==> src/rtl/scnn_decompression_ips_if.sv <==
// Stream-in / dense-out bundle for the activation decompressor.
// The master side produces compressed beats and consumes the dense slice.
interface scnn_decompression_ips_if #(
  parameter int unsigned NUM_ACTS = 64,
  parameter int unsigned DATA_W   = 16,
  parameter int unsigned IDX_W    = 8
);
  logic                               start;
  logic                               in_valid;
  logic                               in_ready;
  logic [DATA_W-1:0]                  in_data;
  logic [IDX_W-1:0]                   in_idx;
  logic                               in_last;
  logic                               out_valid;
  logic                               out_ready;
  logic [NUM_ACTS-1:0][DATA_W-1:0]    dense_out;
  logic [IDX_W-1:0]                   nnz_count;
  logic                               err;

  modport master (
    output start, in_valid, in_data, in_idx, in_last, out_ready,
    input  in_ready, out_valid, dense_out, nnz_count, err
  );

  modport slave (
    input  start, in_valid, in_data, in_idx, in_last, out_ready,
    output in_ready, out_valid, dense_out, nnz_count, err
  );
endinterface

==> src/rtl/scnn_decompression_ips.sv <==
// Rebuilds a dense activation slice from a (value, index) stream into a zero-cleared buffer.
// Define SCNN_DECOMP_ORDER_CHK_EN to also flag non-ascending indices in err.
module scnn_decompression_ips #(
  parameter int unsigned NUM_ACTS = 64,
  parameter int unsigned DATA_W   = 16,
  parameter int unsigned IDX_W    = 8
) (
  input  logic                      clk,
  input  logic                      rst_n,
  scnn_decompression_ips_if.slave   bus
);
  localparam int unsigned AddrW = (NUM_ACTS > 1) ? $clog2(NUM_ACTS) : 1;

  typedef enum logic [1:0] {StIdle, StLoad, StHold} state_e;

  state_e                           state_q, state_d;
  logic [NUM_ACTS-1:0][DATA_W-1:0]  buf_q, buf_d;
  logic [IDX_W-1:0]                 nnz_q, nnz_d;
  logic                             err_q, err_d;
  logic                             in_range;
  logic [AddrW-1:0]                 addr;

`ifdef SCNN_DECOMP_ORDER_CHK_EN
  logic [AddrW-1:0]                 prev_idx_q, prev_idx_d;
  logic                             prev_vld_q, prev_vld_d;
`endif

  // Widen before comparing so NUM_ACTS values beyond the index range still work.
  assign in_range = (32'(bus.in_idx) < NUM_ACTS);
  assign addr     = AddrW'(bus.in_idx);

  always_comb begin
    state_d = state_q;
    buf_d   = buf_q;
    nnz_d   = nnz_q;
    err_d   = err_q;
`ifdef SCNN_DECOMP_ORDER_CHK_EN
    prev_idx_d = prev_idx_q;
    prev_vld_d = prev_vld_q;
`endif
    unique case (state_q)
      StIdle: begin
        if (bus.start) begin
          buf_d   = '0;
          nnz_d   = '0;
          err_d   = 1'b0;
`ifdef SCNN_DECOMP_ORDER_CHK_EN
          prev_vld_d = 1'b0;
`endif
          state_d = StLoad;
        end
      end
      StLoad: begin
        if (bus.in_valid) begin
          if (in_range) begin
            buf_d[addr] = bus.in_data;
            if (nnz_q != '1) nnz_d = nnz_q + 1'b1;
`ifdef SCNN_DECOMP_ORDER_CHK_EN
            if (prev_vld_q && (addr <= prev_idx_q)) err_d = 1'b1;
            prev_idx_d = addr;
            prev_vld_d = 1'b1;
`endif
          end else begin
            err_d = 1'b1;
          end
          if (bus.in_last) state_d = StHold;
        end
      end
      StHold: begin
        if (bus.out_ready) begin
          if (bus.start) begin
            // Back-to-back frame: clear and reload without passing through idle.
            buf_d   = '0;
            nnz_d   = '0;
            err_d   = 1'b0;
`ifdef SCNN_DECOMP_ORDER_CHK_EN
            prev_vld_d = 1'b0;
`endif
            state_d = StLoad;
          end else begin
            state_d = StIdle;
          end
        end
      end
      default: state_d = StIdle;
    endcase
  end

  always_ff @(posedge clk or negedge rst_n) begin
    if (!rst_n) begin
      state_q <= StIdle;
      buf_q   <= '0;
      nnz_q   <= '0;
      err_q   <= 1'b0;
    end else begin
      state_q <= state_d;
      buf_q   <= buf_d;
      nnz_q   <= nnz_d;
      err_q   <= err_d;
    end
  end

`ifdef SCNN_DECOMP_ORDER_CHK_EN
  always_ff @(posedge clk or negedge rst_n) begin
    if (!rst_n) begin
      prev_idx_q <= '0;
      prev_vld_q <= 1'b0;
    end else begin
      prev_idx_q <= prev_idx_d;
      prev_vld_q <= prev_vld_d;
    end
  end
`endif

  assign bus.in_ready  = (state_q == StLoad);
  assign bus.out_valid = (state_q == StHold);
  assign bus.dense_out = buf_q;
  assign bus.nnz_count = nnz_q;
  assign bus.err       = err_q;
endmodule

==> src/flat_wrapper.sv <==
// flat-port wrapper written by rule: the top's interface ports become plain ports
module scnn_decompression_ips_flat 
#(
  parameter int unsigned NUM_ACTS = 64,
  parameter int unsigned DATA_W   = 16,
  parameter int unsigned IDX_W    = 8
)
  (clk, rst_n, bus_start, bus_in_valid, bus_in_data, bus_in_idx, bus_in_last, bus_out_ready, bus_in_ready, bus_out_valid, bus_dense_out, bus_nnz_count, bus_err);
  scnn_decompression_ips_if #(.NUM_ACTS(NUM_ACTS), .DATA_W(DATA_W), .IDX_W(IDX_W)) bus_i ();
  input  logic clk;
  input  logic rst_n;
  input wire logic [$bits(bus_i.start)-1:0] bus_start;
  input wire logic [$bits(bus_i.in_valid)-1:0] bus_in_valid;
  input wire logic [$bits(bus_i.in_data)-1:0] bus_in_data;
  input wire logic [$bits(bus_i.in_idx)-1:0] bus_in_idx;
  input wire logic [$bits(bus_i.in_last)-1:0] bus_in_last;
  input wire logic [$bits(bus_i.out_ready)-1:0] bus_out_ready;
  output wire logic [$bits(bus_i.in_ready)-1:0] bus_in_ready;
  output wire logic [$bits(bus_i.out_valid)-1:0] bus_out_valid;
  output wire logic [$bits(bus_i.dense_out)-1:0] bus_dense_out;
  output wire logic [$bits(bus_i.nnz_count)-1:0] bus_nnz_count;
  output wire logic [$bits(bus_i.err)-1:0] bus_err;
  assign bus_i.start = bus_start;
  assign bus_i.in_valid = bus_in_valid;
  assign bus_i.in_data = bus_in_data;
  assign bus_i.in_idx = bus_in_idx;
  assign bus_i.in_last = bus_in_last;
  assign bus_i.out_ready = bus_out_ready;
  assign bus_in_ready = bus_i.in_ready;
  assign bus_out_valid = bus_i.out_valid;
  assign bus_dense_out = bus_i.dense_out;
  assign bus_nnz_count = bus_i.nnz_count;
  assign bus_err = bus_i.err;
  scnn_decompression_ips #(.NUM_ACTS(NUM_ACTS), .DATA_W(DATA_W), .IDX_W(IDX_W)) u_core (.clk(clk), .rst_n(rst_n), .bus(bus_i));
endmodule
==> config.mk <==
export PLATFORM = sky130hd
export DESIGN_NAME = scnn_decompression_ips_flat
export DESIGN_NICKNAME = d
export VERILOG_FILES = /design/src/rtl/scnn_decompression_ips_if.sv /design/src/rtl/scnn_decompression_ips.sv /design/src/flat_wrapper.sv
export SDC_FILE = /design/constraint.sdc
export NUM_CORES = 2
export LEC_CHECK = 0
export CAP_MARGIN = 20
export CORE_AREA = 2 2 410 412
export DETAILED_ROUTE_END_ITERATION = 10
export DIE_AREA = 0 0 412 414
export HOLD_SLACK_MARGIN = 0.08
export SYNTH_ARGS = -nofsm -noshare
export SYNTH_HDL_FRONTEND = slang
export SYNTH_SLANG_ARGS = --single-unit
==> constraint.sdc <==
create_clock -name clk -period 2 [get_ports clk]
set_input_delay 0.5 -clock clk [delete_from_list [all_inputs] [get_ports clk]]
set_output_delay 0.5 -clock clk [all_outputs]
set_load 0.1 [all_outputs]
* After elaboration in Yosys (flattened, before gate mapping) *
Index checks and enable logic that the tools add are counted.

operators by class
  add/subtract/negate cells = 1
  $lt $le $gt $ge = 3
  equality and inequality tests = 10
  mux-type cells = 25
  reductions and logical operators = 7

operators with widths
  cell                   count
  $mux W1024             4
  $pmux W1024 S3         1
  $bwmux W1024           1
  $demux W16 S6          1
  $mux W8                5
  $pmux W8 S3            1
  $mux W16               1
  $reduce_and A4 Y1      3
  $ne A2 B2 Y1 const B   5
  $add A8 B1 Y8 const B  1
  $lt A8 B7 Y1 const B   1
  $mux W2                4
  $ne A8 B8 Y1 const B   1
  $lt A6 B7 Y1 const B   1
  $ge A6 B1 Y1 const B   1
  $pmux W2 S3            1
  $mux W1                5
  $reduce_and A5 Y1      1
  $ne A2 B1 Y1 const B   2
  $pmux W1 S3            1
  $reduce_bool A3 Y1     1
  $eq A2 B1 Y1 const B   1
  $eq A2 B2 Y1 const B   1
  $logic_not A2 Y1       1
  $logic_and A1 B1 Y1    1

storage, ports and cells
  bits in registers = 1035
  output and inout port bits = 1035
  word-level logic and storage cells = 113

* Longest topological paths before layout *
  depth in word-level cells = 8
  depth in mapped cells = 9

* Least setup slack after synthesis *
Ideal clock, no wire load.

  kind = flip-flop to output port
  start point = register u_core.state_q[0]
  end point = output port bus_out_valid
  data arrival time = 1.841 ns
  data required time = 1.500 ns
  path slack = -0.341 ns
  stages on the path, launching flop included = 3
  path through = dfrtp_1 buf_4 nor2b_1

between the ends
  word-level cells in the longest chain between the ends = 1

ends and longest elaborated chain
  item                      RTL line                       source
  start: declaration        scnn_decompression_ips.sv:16   state_e state_q, state_d;
  start signal: assignment  scnn_decompression_ips.sv:91   state_q <= StIdle;
  start signal: assignment  scnn_decompression_ips.sv:96   state_q <= state_d;
  $eq A2 B2 Y1              scnn_decompression_ips.sv:116  assign bus.out_valid = (state_q == StHold);
  end: declaration          flat_wrapper.sv:19             output wire logic [$bits(bus_i.out_valid)-1:0] bus_out_valid;

Every way passes these cells.

* Final worst setup path *
  start point = register u_core.state_q[1]
  end point = register u_core.buf_q, in the netlist u_core.bus.dense_out[354]

between the ends
  word-level cells in the longest chain between the ends = 3
  elaborated cells on any way between the ends = 9

ends and longest elaborated chain
  item                                                   RTL line                      source
  $eq A2 B1 Y1 (tied with other cells)                   scnn_decompression_ips.sv:41  unique case (state_q)
  $ne A2 B1 Y1 (no source line) (tied with other cells)  n/a
  $reduce_and A4 Y1 (no source line)                     n/a
  end signal: assignment                                 scnn_decompression_ips.sv:97  buf_q <= buf_d;
  end: declaration                                       scnn_decompression_ips.sv:17  logic [NUM_ACTS-1:0][DATA_W-1:0] buf_q, buf_d;

Parallel ways exist; a longest one is shown, timed or not.
A chain may end at the register's enable or synchronous reset.

==> key figures <==
Status
  • Result of the run: finished, violations left
  • Violated checks: negative setup slack

Clocking
  • CTS tree: built
  • Clock sink count: 1035
  • TritonCTS Buffers: approximately 110
  • Maximum level of the CTS H-tree: 3
  • CTS root buf: clkbuf_16
  • Insertion delay of the later-clocked pin in the worst-skew pair: approximately 0.75 ns
  • Buffer depth of the longest clock path: 3
  • Clock transition at the register clock pins on the worst setup and hold paths after CTS: 0.06 ns

Synthesis
  • Fraction of synthesized cell area taken by the top area cell type: about two thirds
  • Synth warnings: 0
  • Cell taking the most area after synthesis: dfrtp_1
  • Share of async-settable or async-resettable flops after synthesis: 100.0%
  • Primary flip-flop cell chosen by synthesis mapping: dfrtp_1
  • Sequential-to-total area share from yosys stat: roughly two thirds
  • Mapped Cells: 2799
  • Netlist area before placement: just under 0.04 mm2
  • Number of enable-type register cells in the synthesized netlist: 0
  • Synth cell types: 45
  • Top cells by instance count after synthesis: 1035 x dfrtp_1, 1026 x a22o_1, 263 x nor2_1
  • Top post-synthesis cells by area: dfrtp_1 67%, a22o_1 23%, nor2_1 2.5%
  • Avg Inst Size Synth: between 10 and 15 um2
  • Top-count cell post-synth: dfrtp_1
  • Synthesized net count: 2830
  • Flops & latches, synth: 1035

Floorplanning
  • Die Area: around 0.17 mm2
  • Initial core utilization: a little under a quarter
  • # rows: 150
  • Area inside the core boundary: 0.1663 mm2
  • Number of primary I/O pins: 1065
  • Vertical die dimension: 414 um
  • DIE WIDTH: 412 um

Finish
  • P&R area growth vs syn: 91.11%
  • Total number of nets in the final design: 4369
  • Filler instances: roughly 15k
  • Share of the core filled with cells: 44.54%
  • Area of all placed cells without fillers: 0.07406 mm2
  • Share of post-route cells with drive strength above 1: 44.34%
  • Number of cells in the finished layout apart from fillers: between 6k and 7k

Pwr
  • Power after layout: about 0.073 W
  • P_leak: 33.39 nW
  • Peak VDD IR: 0.0007419 V
  • Power density relative to cell area: around 980 mW/mm2

Run
  • Max-cap viol count: 0

Critical path
  • Category of the most critical setup path: flip-flop to flip-flop
  • Data arrival at the endpoint of the critical path: just under 3 ns
  • Crit end category: flip-flop
  • Worst-path cell chain: buf_6, nor4b_4, a21oi_4, buf_6, nor3_4, buf_12, buf_16, buf_12, buf_16, a22o_1
  • Crit path max fanout: 8
  • Terminus of the critical flop-to-flop path: u_core.bus.dense_out[354]$_DFFE_PN0P_
  • Launch point of the worst reg-to-reg path: u_core.state_q[1]$_DFFE_PN0P_
  • Critical path startpoint category: flip-flop
  • Required @ worst endpoint: 2.67 ns
  • Max incr delay on CP: roughly 0.42 ns
  • Slowest-stage cell, CP: dfrtp_1
  • Endpoint of the most critical setup path: u_core.bus.dense_out[354]$_DFFE_PN0P_
  • Beginning of the critical path: u_core.state_q[1]$_DFFE_PN0P_
  • Number of cells on the worst reg-to-reg path: 10
  • Setup slack, reg-to-reg: -0.26 ns
  • Top Family by Delay on Critical Path: buffers and inverters
  • WP buf/inv: 6
  • Crit. path cell count: 10

Timing
  • Rel. slew slack: 56.18%
  • Slew at the pin closest to its max-slew limit: 0.6549 ns
  • Number of failing hold endpoints at the final stage: 0
  • Max Fclk: about 0.44 GHz
  • Setup repair after global routing missed its margin: yes
  • Post-route clock period utilization: 113.1%
  • Total setup violations reported at the end of the flow: about 1.0k
  • Final worst clock skew: around 0.055 ns
  • Crit path time final: between 2 and 2.5 ns
  • Number of slew-limit violations in the final report: 0
  • Worst Setup Slack, final: -0.2616 ns

Place
  • Placed Instance Area: 0.06664 mm2
  • Number of port buffers: approximately 1.1k
  • Half-perimeter wire length after detailed placement: 149800 um
  • Number of placed instances with taps included: 6295
  • Minimum setup slack after placement: -0.8454 ns
  • Routability congestion estimate from global placement: 0.9249

Detailed routing
  • Overall via count from detail_route: 34.67k
  • Ratio of routed vias to standard cells: 5.214
  • Total routed wirelength: 215100 um
  • Violation count after the first detailed-route iteration: roughly 3.7k
  • Number of iterations in the first detailed-routing pass: 7
  • Per-cell routed wire length: 32.34 um
  • Antenna Nets Post-Route: 0
  • DRC Markers: 0

Global route
  • Initial antenna violation count: 18
  • First-pass GRT wire length: 287400 um
  • Number of global-route vias before repair: 34.64k
  • Total global-route track usage: about a quarter
  • Maximum number of pins on one net before global-route repair: 97
  • Remaining global-route overflow: 0

Worst hold path
  • Hold Path Class: input port to async pin
## placed cells by master (no fill, tap or decap), drive strengths merged, types with 3 or more instances in the layout
master         netlist  layout
nand4b               5       5
nor2               265     265
clkinvlp             0       4
or4b                 4       4
diode                0      14
a21oi                9       9
bufinv               0      13
nand4bb              6       6
buf                217    1602
dfrtp             1035    1035
o21ai               66      66
nand4                3       3
nand2               21      21
nand3               67      70
clkinv               0      26
inv                  3       9
a22o              1026    1026
a31oi                4       4
clkbuf              41     206
nand2b               4       4
clkdlybuf4s50        0      28
nor3                 4       4
## kinds of logic after synthesis
kind of cell,count (synthesis),share of synthesized area [%]
fa+ha+maj,1,0.03228
compound gates,1114,24.55
flops,1035,66.83
simple gates,387,5.040
mux,1,0.02906
buf+inv,261,3.513
## worst min-delay path by stage
| stage | start | end | depth (start not counted) |
|---|---|---|---|
| 2_1_floorplan | rst_n | u_core.bus.dense_out[0]$_DFFE_PN0P_ | 0 |
| 3_3_place_gp | rst_n | u_core.bus.dense_out[425]$_DFFE_PN0P_ | 1 |
| 3_5_place_dp | rst_n | u_core.bus.dense_out[426]$_DFFE_PN0P_ | 1 |
| 4_1_cts | rst_n | u_core.bus.dense_out[423]$_DFFE_PN0P_ | 2 |
| 5_1_grt | rst_n | u_core.bus.dense_out[423]$_DFFE_PN0P_ | 2 |
| 6_report | rst_n | u_core.bus.dense_out[423]$_DFFE_PN0P_ | 2 |
## registers in the layout, summed over array words and instances (netlist names)
name and count:
u_core.bus.err 1, u_core.state_q 2, u_core.bus.dense_out 1024, u_core.bus.nnz_count 8
## where the power goes
group | switching, W | internal, W | total [W]
Clock | 0.00923 | 0.0130 | 0.0222
Combinational | 0.0178 | 0.0103 | 0.0280
Sequential | 0.000983 | 0.0217 | 0.0226
Total | 0.0280 | 0.0449 | 0.0729
## worst reg2reg max path, delay by kind of cell, from the launching register on
| family | cells | cell delay (ns) |
|---|---|---|
| AND/OR/NAND/NOR | 2 | 0.60 |
| buffers and inverters | 6 | 0.94 |
| AO/OA/AOI/OAI | 2 | 0.23 |
| flip-flops | 1 | 0.42 |
## through the flow
stage | hold slack [ns] | setup TNS, ns
floorplan | 0.2044 | 0
global placement | 0.3908 | -692.14
detailed placement | 0.3916 | -706.24
CTS | 0.1780 | -136.37
global route | 0.2260 | -220.67
finish | 0.2432 | -165.81
## routing by layer
metal / up-vias / GRT usage [%] / routed length [um]
met5: - / 0 / 13
met4: 2 / 12.71 / 12870
li1: 13830 / - / -
met1: 18240 / 28.56 / 80070
met3: 481 / 6.627 / 19560
met2: 2116 / 37.71 / 102600
## repair_timing
| item | in CTS | in global routing |
|---|---|---|
| resized for setup | 98 | 134 |
| setup buffers | 38 | 28 |
| hold buffers | 1 | 0 |
| gates cloned | 22 | 52 |
| endpoints found under the setup margin | 1055 | 1044 |
| pin swaps | 28 | 82 |
| endpoints found under the hold margin | 441 | 0 |
## layout make-up
cell class / instances / area, um2 / share of cell area (%)
Clock buffer: 160 / 3243 / 4.379
Multi-Input combinational cell: 1506 / 12040 / 16.25
Clock inverter: 48 / 715.7 / 0.9664
Tap cell: 2204 / 2758 / 3.724
Timing Repair inverter: 1 / 8.758 / 0.01183
Sequential cell: 1035 / 25900 / 34.98
Timing Repair Buffer: 1679 / 29340 / 39.61
Antenna cell: 14 / 35.03 / 0.04730
Inverter: 3 / 23.77 / 0.03210
No activity file was read; power rests on OpenSTA's default activity.
